==> config.mk <==
export PLATFORM = sky130hd
export DESIGN_NAME = video_timing_gen_flat
export DESIGN_NICKNAME = d
export VERILOG_FILES = /design/src/rtl/video_timing_gen_if.sv /design/src/rtl/video_timing_gen.sv /design/src/flat_wrapper.sv
export SDC_FILE = /design/constraint.sdc
export NUM_CORES = 1
export LEC_CHECK = 0
export ABC_CLOCK_PERIOD_IN_PS = 5600
export CORE_UTILIZATION = 40
export CTS_BUF_LIST = sky130_fd_sc_hd__clkbuf_8 sky130_fd_sc_hd__clkbuf_16
export CTS_CLUSTER_DIAMETER = 30
export DETAILED_ROUTE_END_ITERATION = 8
export HOLD_SLACK_MARGIN = 0.08
export PLACE_DENSITY = 0.69
export SKIP_LAST_GASP = 1
export SYNTH_ARGS = -nofsm -noshare
export SYNTH_HDL_FRONTEND = slang
export SYNTH_SLANG_ARGS = --single-unit
==> constraint.sdc <==
create_clock -name CLK -period 5.6 [get_ports CLK]
set_input_delay 1.12 -clock CLK [delete_from_list [all_inputs] [get_ports CLK]]
set_output_delay 1.12 -clock CLK [all_outputs]
set_load 0.05 [all_outputs]
==> src/rtl/video_timing_gen_if.sv <==
// Setup and pixel-stream bundle of the video timing generator.
// master = timing generator side, slave = controller / pixel sink side.
interface video_timing_gen_if #(
  parameter int widthAddr  = 12,
  parameter int heightAddr = 12
);
  logic                  setup__ENA;
  logic                  setup__RDY;
  logic [widthAddr-1:0]  setup_hTotal;
  logic [widthAddr-1:0]  setup_hActive;
  logic [widthAddr-1:0]  setup_hSyncStart;
  logic [widthAddr-1:0]  setup_hSyncWidth;
  logic [heightAddr-1:0] setup_vTotal;
  logic [heightAddr-1:0] setup_vActive;
  logic [heightAddr-1:0] setup_vSyncStart;
  logic [heightAddr-1:0] setup_vSyncWidth;

  logic                  setXY__ENA;
  logic                  setXY__RDY;
  logic [widthAddr-1:0]  setXY_x;
  logic [heightAddr-1:0] setXY_y;
  logic                  setXY_dataEnable;

  modport master (
    input  setup__ENA,
    input  setup_hTotal,
    input  setup_hActive,
    input  setup_hSyncStart,
    input  setup_hSyncWidth,
    input  setup_vTotal,
    input  setup_vActive,
    input  setup_vSyncStart,
    input  setup_vSyncWidth,
    output setup__RDY,
    output setXY__ENA,
    output setXY_x,
    output setXY_y,
    output setXY_dataEnable,
    input  setXY__RDY
  );

  modport slave (
    output setup__ENA,
    output setup_hTotal,
    output setup_hActive,
    output setup_hSyncStart,
    output setup_hSyncWidth,
    output setup_vTotal,
    output setup_vActive,
    output setup_vSyncStart,
    output setup_vSyncWidth,
    input  setup__RDY,
    input  setXY__ENA,
    input  setXY_x,
    input  setXY_y,
    input  setXY_dataEnable,
    output setXY__RDY
  );
endinterface

==> src/rtl/video_timing_gen.sv <==
// Raster timing generator: h/v counters, sync/active decode,
// shadowed reconfiguration applied at the frame boundary.
module video_timing_gen #(
  parameter int widthAddr  = 12,
  parameter int heightAddr = 12,
  parameter bit hsPol      = 1'b1,
  parameter bit vsPol      = 1'b1
) (
  input  logic                     CLK,
  input  logic                     nRST,
  video_timing_gen_if.master       bus,
  input  logic                     stop__ENA,
  output logic                     stop__RDY,
  output logic                     hSync,
  output logic                     vSync,
  output logic                     dataEnable,
  output logic                     frameStart,
  output logic [15:0]              frameCount,
  output logic                     underrun,
  output logic                     configError
);

  localparam int W = widthAddr;
  localparam int H = heightAddr;

  typedef struct packed {
    logic [W-1:0] h_total;
    logic [W-1:0] h_active;
    logic [W-1:0] hs_start;
    logic [W-1:0] hs_width;
    logic [H-1:0] v_total;
    logic [H-1:0] v_active;
    logic [H-1:0] vs_start;
    logic [H-1:0] vs_width;
  } cfg_t;

  typedef enum logic [1:0] {
    IDLE,
    RUN,
    PEND
  } state_t;

  state_t       state;
  cfg_t         act;
  cfg_t         shadow;
  cfg_t         req;
  logic [W-1:0] hc;
  logic [H-1:0] vc;

  logic [W:0]   req_hs_end;
  logic [H:0]   req_vs_end;
  logic         cfg_ok;

  logic [W:0]   hs_end;
  logic [H:0]   vs_end;
  logic         hs_hit;
  logic         vs_hit;
  logic         active_px;
  logic         h_last;
  logic         v_last;
  logic         origin;

  always_comb begin
    req          = '0;
    req.h_total  = bus.setup_hTotal;
    req.h_active = bus.setup_hActive;
    req.hs_start = bus.setup_hSyncStart;
    req.hs_width = bus.setup_hSyncWidth;
    req.v_total  = bus.setup_vTotal;
    req.v_active = bus.setup_vActive;
    req.vs_start = bus.setup_vSyncStart;
    req.vs_width = bus.setup_vSyncWidth;
  end

  // Sync end positions need one extra bit so start+width cannot wrap.
  assign req_hs_end = {1'b0, req.hs_start}
                    + {1'b0, req.hs_width};
  assign req_vs_end = {1'b0, req.vs_start}
                    + {1'b0, req.vs_width};

  assign cfg_ok = (req.h_total >= W'(2))
               && (req.v_total >= H'(2))
               && (req.h_active >= W'(1))
               && (req.h_active <= req.h_total)
               && (req.v_active >= H'(1))
               && (req.v_active <= req.v_total)
               && (req_hs_end <= {1'b0, req.h_total})
               && (req_vs_end <= {1'b0, req.v_total});

  assign hs_end = {1'b0, act.hs_start}
                + {1'b0, act.hs_width};
  assign vs_end = {1'b0, act.vs_start}
                + {1'b0, act.vs_width};

  assign hs_hit = (hc >= act.hs_start)
               && ({1'b0, hc} < hs_end);
  assign vs_hit = (vc >= act.vs_start)
               && ({1'b0, vc} < vs_end);

  assign active_px = (hc < act.h_active)
                  && (vc < act.v_active);

  assign h_last = (hc == act.h_total - W'(1));
  assign v_last = (vc == act.v_total - H'(1));
  assign origin = (hc == '0) && (vc == '0);

  assign stop__RDY            = 1'b1;
  assign bus.setup__RDY       = (state != PEND);
  assign bus.setXY__ENA       = (state != IDLE);
  assign bus.setXY_x          = hc;
  assign bus.setXY_y          = vc;
  assign bus.setXY_dataEnable = active_px;

  always_ff @(posedge CLK) begin
    if (!nRST) begin
      state       <= IDLE;
      act         <= '0;
      shadow      <= '0;
      hc          <= '0;
      vc          <= '0;
      frameCount  <= '0;
      underrun    <= 1'b0;
      configError <= 1'b0;
      dataEnable  <= 1'b0;
      frameStart  <= 1'b0;
      hSync       <= ~hsPol;
      vSync       <= ~vsPol;
    end else if (stop__ENA) begin
      state      <= IDLE;
      shadow     <= '0;
      hc         <= '0;
      vc         <= '0;
      dataEnable <= 1'b0;
      frameStart <= 1'b0;
      hSync      <= ~hsPol;
      vSync      <= ~vsPol;
    end else begin
      case (state)
        IDLE: begin
          if (bus.setup__ENA) begin
            if (cfg_ok) begin
              act   <= req;
              hc    <= '0;
              vc    <= '0;
              state <= RUN;
            end else begin
              configError <= 1'b1;
            end
          end
        end
        RUN, PEND: begin
          if (state == RUN && bus.setup__ENA) begin
            if (cfg_ok) begin
              shadow <= req;
              state  <= PEND;
            end else begin
              configError <= 1'b1;
            end
          end
          if (bus.setXY__RDY) begin
            dataEnable <= active_px;
            hSync      <= hs_hit ? hsPol : ~hsPol;
            vSync      <= vs_hit ? vsPol : ~vsPol;
            frameStart <= origin;
            if (origin) begin
              frameCount <= frameCount + 16'd1;
            end
            unique case (1'b1)
              !h_last: begin
                hc <= hc + W'(1);
              end
              h_last && !v_last: begin
                hc <= '0;
                vc <= vc + H'(1);
              end
              default: begin
                hc <= '0;
                vc <= '0;
                // Frame boundary: the waiting timing takes over.
                if (state == PEND) begin
                  act   <= shadow;
                  state <= RUN;
                end
              end
            endcase
          end else begin
            underrun   <= 1'b1;
            frameStart <= 1'b0;
          end
        end
        default: state <= IDLE;
      endcase
    end
  end

endmodule

==> src/flat_wrapper.sv <==
// flat-port wrapper written by rule: the top's interface ports become plain ports
module video_timing_gen_flat 
#(
  parameter int widthAddr  = 12,
  parameter int heightAddr = 12,
  parameter bit hsPol      = 1'b1,
  parameter bit vsPol      = 1'b1
)
  (CLK, nRST, stop__ENA, stop__RDY, hSync, vSync, dataEnable, frameStart, frameCount, underrun, configError, bus_setup__ENA, bus_setup_hTotal, bus_setup_hActive, bus_setup_hSyncStart, bus_setup_hSyncWidth, bus_setup_vTotal, bus_setup_vActive, bus_setup_vSyncStart, bus_setup_vSyncWidth, bus_setup__RDY, bus_setXY__ENA, bus_setXY_x, bus_setXY_y, bus_setXY_dataEnable, bus_setXY__RDY);
  video_timing_gen_if #(.widthAddr(widthAddr), .heightAddr(heightAddr)) bus_i ();
  input  logic CLK;
  input  logic nRST;
  input  logic stop__ENA;
  output logic stop__RDY;
  output logic hSync;
  output logic vSync;
  output logic dataEnable;
  output logic frameStart;
  output logic [15:0] frameCount;
  output logic underrun;
  output logic configError;
  input wire logic [$bits(bus_i.setup__ENA)-1:0] bus_setup__ENA;
  input wire logic [$bits(bus_i.setup_hTotal)-1:0] bus_setup_hTotal;
  input wire logic [$bits(bus_i.setup_hActive)-1:0] bus_setup_hActive;
  input wire logic [$bits(bus_i.setup_hSyncStart)-1:0] bus_setup_hSyncStart;
  input wire logic [$bits(bus_i.setup_hSyncWidth)-1:0] bus_setup_hSyncWidth;
  input wire logic [$bits(bus_i.setup_vTotal)-1:0] bus_setup_vTotal;
  input wire logic [$bits(bus_i.setup_vActive)-1:0] bus_setup_vActive;
  input wire logic [$bits(bus_i.setup_vSyncStart)-1:0] bus_setup_vSyncStart;
  input wire logic [$bits(bus_i.setup_vSyncWidth)-1:0] bus_setup_vSyncWidth;
  output wire logic [$bits(bus_i.setup__RDY)-1:0] bus_setup__RDY;
  output wire logic [$bits(bus_i.setXY__ENA)-1:0] bus_setXY__ENA;
  output wire logic [$bits(bus_i.setXY_x)-1:0] bus_setXY_x;
  output wire logic [$bits(bus_i.setXY_y)-1:0] bus_setXY_y;
  output wire logic [$bits(bus_i.setXY_dataEnable)-1:0] bus_setXY_dataEnable;
  input wire logic [$bits(bus_i.setXY__RDY)-1:0] bus_setXY__RDY;
  assign bus_i.setup__ENA = bus_setup__ENA;
  assign bus_i.setup_hTotal = bus_setup_hTotal;
  assign bus_i.setup_hActive = bus_setup_hActive;
  assign bus_i.setup_hSyncStart = bus_setup_hSyncStart;
  assign bus_i.setup_hSyncWidth = bus_setup_hSyncWidth;
  assign bus_i.setup_vTotal = bus_setup_vTotal;
  assign bus_i.setup_vActive = bus_setup_vActive;
  assign bus_i.setup_vSyncStart = bus_setup_vSyncStart;
  assign bus_i.setup_vSyncWidth = bus_setup_vSyncWidth;
  assign bus_setup__RDY = bus_i.setup__RDY;
  assign bus_setXY__ENA = bus_i.setXY__ENA;
  assign bus_setXY_x = bus_i.setXY_x;
  assign bus_setXY_y = bus_i.setXY_y;
  assign bus_setXY_dataEnable = bus_i.setXY_dataEnable;
  assign bus_i.setXY__RDY = bus_setXY__RDY;
  video_timing_gen #(.widthAddr(widthAddr), .heightAddr(heightAddr), .hsPol(hsPol), .vsPol(vsPol)) u_core (.CLK(CLK), .nRST(nRST), .bus(bus_i), .stop__ENA(stop__ENA), .stop__RDY(stop__RDY), .hSync(hSync), .vSync(vSync), .dataEnable(dataEnable), .frameStart(frameStart), .frameCount(frameCount), .underrun(underrun), .configError(configError));
endmodule
Word-level counts from Yosys, hierarchy flattened:

Cells that the tools add are included.

* bits in registers: 240
* input port bits: 101
* output and inout port bits: 50
* word-level logic and storage cells: 125

* add/subtract/negate cells: 9
* $lt $le $gt $ge: 14
* equal/unequal tests: 12
* muxes and demuxes: 29
* bitwise logic cells: 3
* reduce and logical (&&, ||, !) cells: 32

Operators by type and width (number)
* $mux 96: 5
* $pmux 96 s2: 1
* $pmux 12 s2: 3
* $mux 12: 5
* $add 12x12->13: 4
* $le 13x12->1: 2
* $lt 12x13->1: 2
* $add 12x1->12 const B: 2
* $eq 12x12->1: 2
* $ge 12x1->1 const B: 2
* $ge 12x12->1: 2
* $ge 12x2->1 const B: 2
* $le 12x12->1: 2
* $logic_not 12->1: 2
* $lt 12x12->1: 2
* $sub 12x1->12 const B: 2
* $add 16x1->16 const B: 1
* $mux 2: 7
* $logic_and 1x1->1: 13
* $reduce_and 4->1: 3
* $ne 2x2->1 const B: 5
* $reduce_and 7->1: 1
* $mux 1: 6
* $ne 2x1->1 const B: 3
* other kinds (12): 20

Logic depth before layout (Yosys ltp):

Gate-level depths: netlist of the first run.

* word-level depth: 14
* depth in mapped cells: 23
* depth with buffers taken out: 20

Worst setup path before layout of the first run:

Ideal clock, no wire load.

* kind: input to register
* start point: in bus_setup_vSyncWidth[1]
* end point: reg u_core.shadow[0] (netlist bit)
* library setup time: 0.128 ns
* data arrival time: 5.409 ns
* required time: 5.472 ns
* slack: 0.063 ns
* cell stages on the path: 23
* buffers on the path: 3
* cells stage by stage: ha_1 > a21o_1 > a21oi_1 > o21bai_1 > a21oi_1 > nor2b_1 > o2111ai_1 > nand3_1 > o41ai_1 > xnor2_1 > ha_1 > and3_1 > and4_1 > a311oi_1 > a2bb2oi_1 > o211ai_1 > nor3_1 > nand3_1 > clkbuf_1 > clkbuf_1 > buf_1 > mux2i_1 > nor2_1

* cells in the longest elaborated chain, start to end: 4

Ends and longest elaborated chain
* start, declared: line flat_wrapper.sv:30 `input wire logic [$bits(bus_i.setup_vSyncWidth)-1:0] bus_setup_vSyncWidth;`
* $add 12x12->13: line video_timing_gen.sv:79 `+ {1'b0, req.vs_width};`
* $le 13x12->1: line video_timing_gen.sv:88 `&& (req_vs_end <= {1'b0, req.v_total});`
* $logic_and 1x1->1: line video_timing_gen.sv:88
* $reduce_and 3->1 (no source line)
* end signal, assigned: line video_timing_gen.sv:154 `shadow <= req;`
* end, declared: line video_timing_gen.sv:45 `cfg_t shadow;`

No other way between the ends.
A chain may end at the register's enable or synchronous reset.

Worst setup path after layout of the first run:

* start point: in bus_setup_vSyncWidth[1]
* end point: reg u_core.shadow[36] (netlist bit)

Same word-level chain as after synthesis.

==> results of run 1 <==
[worst max path at each step]
stage          cells past startpoint                     to  slack, ns                    start
2_1_floorplan                     23       u_core.shadow[0]       0.06  bus_setup_vSyncWidth[1]
3_3_place_gp                      24  u_core.bus.setXY_y[2]      -0.70  bus_setup_hSyncWidth[1]
3_5_place_dp                      23  u_core.bus.setXY_y[6]      -0.87  bus_setup_hSyncWidth[1]
4_1_cts                           25  u_core.bus.setXY_y[7]       0.02  bus_setup_hSyncWidth[1]
5_1_grt                           25      u_core.shadow[78]      -0.07  bus_setup_vSyncWidth[1]
6_report                          25      u_core.shadow[36]       0.14  bus_setup_vSyncWidth[1]
[critical path, delay by kind of cell]
kind	cells	cell delay, ns
compound gates	9	1.82
buf+inv	5	1.22
simple gates	7	0.77
fa+ha+maj	2	0.56
mux	1	0.24
xor+xnor	1	0.15
[where the power goes]
group / internal (mW) / switching [mW] / total (mW)
Combinational: 0.545 / 0.623 / 1.17
Clock: 2.34 / 1.09 / 3.43
Sequential: 1.77 / 0.0701 / 1.84
[state kept, by name, summed over array words and instances (netlist names)]
register            flops
u_core.underrun         1
u_core.frameCount      16
u_core.configError      1
u_core.dataEnable       1
u_core.shadow          96
u_core.bus.setXY_x     12
u_core.hSync            1
u_core.bus.setXY_y     12
u_core.vSync            1
u_core.act             96
u_core.state            2
u_core.frameStart       1
[cell type report]
type	count	area (sq um)	share of cell area
clock buffers	69	1590	0.0767
clock inverters	37	459	0.0221
inverters	111	417	0.0201
multi-input cells	1334	10200	0.493
flip-flops and latches	240	4800	0.232
well taps	518	648	0.0312
repair buffers	263	2590	0.125
[metal layers]
layer,global-route usage,vias up
li1,-,6870
met1,0.309,6792
met2,0.369,485
met3,0.0406,95
met4,0.0856,0
met5,0,-
[what timing repair did]
action | 4_1_cts | 5_1_grt
resized for setup | 2 | 25
gates cloned | 0 | 8
hold endpoints to repair | 0 | 0
pin swaps | 0 | 15
buffers inserted | 1 | 5
setup endpoints to repair | 73 | 218
[stage by stage]
stage	hold slack, ns	power [mW]	util	worst slack (ns)
6_report	0.474	6.44	0.536	0.140
5_1_grt	0.496	6.68	0.536	-0.0708
4_1_cts	0.489	6.43	0.527	0.0201
3_5_place_dp	0.467	2.99	0.473	-0.870
3_3_place_gp	0.457	2.95	0.473	-0.696
2_1_floorplan	0.463	2.57	-	0.0634
[synth_stat cells (11+ instances only)]
master | n | share of area
dfxtp_1 | 240 | 0.30
o211ai_1 | 37 | 0.018
nand2_1 | 146 | 0.035
o211a_1 | 96 | 0.061
nor4_1 | 17 | 0.0067
mux2i_1 | 171 | 0.11
a21o_1 | 30 | 0.014
and2_1 | 18 | 0.0071
ha_1 | 175 | 0.14
nor3_1 | 20 | 0.0063
o2111ai_1 | 11 | 0.0061
and3_1 | 17 | 0.0067
nand4_1 | 20 | 0.0079
a21oi_1 | 65 | 0.021
nand2b_1 | 11 | 0.0044
nor2b_1 | 23 | 0.0091
inv_1 | 111 | 0.026
nor2_1 | 169 | 0.040
a211oi_1 | 11 | 0.0052
buf_4 | 19 | 0.0090
xnor2_1 | 57 | 0.032
nand3_1 | 38 | 0.012
xor2_1 | 33 | 0.018
clkbuf_1 | 62 | 0.015
o21ai_0 | 47 | 0.015
[logic make-up after synthesis]
family                     Yosys count  synth area share
adders and majority gates          179             0.144
other                                1          0.000238
and+or+nand+nor                    521             0.157
buffers and inverters              210            0.0563
DFF                                240             0.304
xor gates and xnor gates            90            0.0500
muxes                              172             0.109
AOI/OAI and AO/OA                  371             0.179
==> out/qor.txt, run 1 <==
Worst reg2reg startpoint: u_core.act[84]
Clock slew at reported path FFs: 0.05 ns
Commonest non-fill, non-tap cell in the layout: dfxtp_1
Tmin final: 5.46 ns
Syn Nets: 2064
Nets@finish: 2287
CTS Buf Count: 57
Worst rel slew slack: 0.302
Final setup violation count: 0
Met3 WL post-DR: 3.10 mm
Worst skew pair latency: 0.63 ns
Hold_sp: u_core.configError
Reg-to-reg setup timing slack: 1.59 ns
CP Data Arrival Time: 5.94 ns
First-pass GRT wire length: 74.6 mm
Worst Skew: 0.0378 ns
Core area: 38700 sq um
Final hold vios: 0
HP Class: flip-flop to flip-flop
DR WL/cell: 18.7 um
Die area: 40200 sq um
Layout area overhead: 31.5%
Total number of vias: 14200
Top sig layer: met4
Syn Inst Count: 1784
CTS Root Cell: clkbuf_16
Yosys reg bits: 240
Crit path required time: 6.08 ns
# DRC: 0
Num ports: 151
Final Wtd Congestion: 0.872
Initial antenna violation count: 0
Grt ovf: 0
Layout cells sized above 1: 0.119
Largest net degree at the start of global routing: 94
Cell Area, Synth: 15800 sq um
Synth warn: 0
Setup TNS: 0 ns
CTS Sinks: 240
Die width: 201 um
Number of placement rows: 72
Inst Count DP: 2452
Synth Area per Inst: 8.84 sq um
Final period util: 0.975
H-tree Lvls: 2
R2R depth: 12
FF-to-FF End: u_core.bus.setXY_y[7]
Synth cell types: 73
VDD IR max: 0.257 mV
DP HPWL: 34.5 mm
Commonest cells after routing, fill and taps aside: dfxtp_1, ha_1, nor2_1, mux2i_1, clkdlybuf4s50_1
Crit path launch type: primary input
DRT met1 WL: 21.9 mm
Post-synthesis sequential area ratio: 0.304
TritonCTS clock tree: yes
Fmax: 183 MHz
Filler cells: 3393
Endpoint class of the critical path: flip-flop
Leak: 10.1 nW
N_diodes: 0
Detailed Route WL: 48.2 mm
Via/cell ratio: 5.54
Hold depth: 1
Critical path peak fanout: 16
Primary FF master, synth: dfxtp_1
Slew at the pin closest to its max-slew limit: 1.05 ns
FFs w/ async S/R, synth: 0
Vias in the first global route: 14100
Initial DRC count: 1043
Fin. max-slew vios: 0
PwrDens: 310 nW/um^2
Outcome: completed
CTS Buffer Depth: 3
GRT Util Overall: 0.231
Number of synthesized flops with an enable pin: 0
Pre-antenna DRT Iters: 5
Routed wl met2: 21.6 mm
Initial Util: 0.407
Worst Hold Endpoint: u_core.configError
Die height: 201 um
Hold-fix buffers, CTS: 0
Max_cap viols: 0
WS Path Type: primary input to flip-flop
Critical Path Max Stage Delay: 0.49 ns
Cell area after layout: 20700 sq um
Finished Layout Cells: 2572
Critical-path top delay cell: clkdlybuf4s50_1
DP Area: 18300 sq um
Port bufs: 149
Antenna Nets Post-Route: 0
Note: power is estimated with default switching activity, not from simulation.
==> run 2: changes to the inputs <==
- CAP_MARGIN: not set -> 5
==> results of run 2 <==
No change in the layout: final DEF, timing and power equal those of run 1.
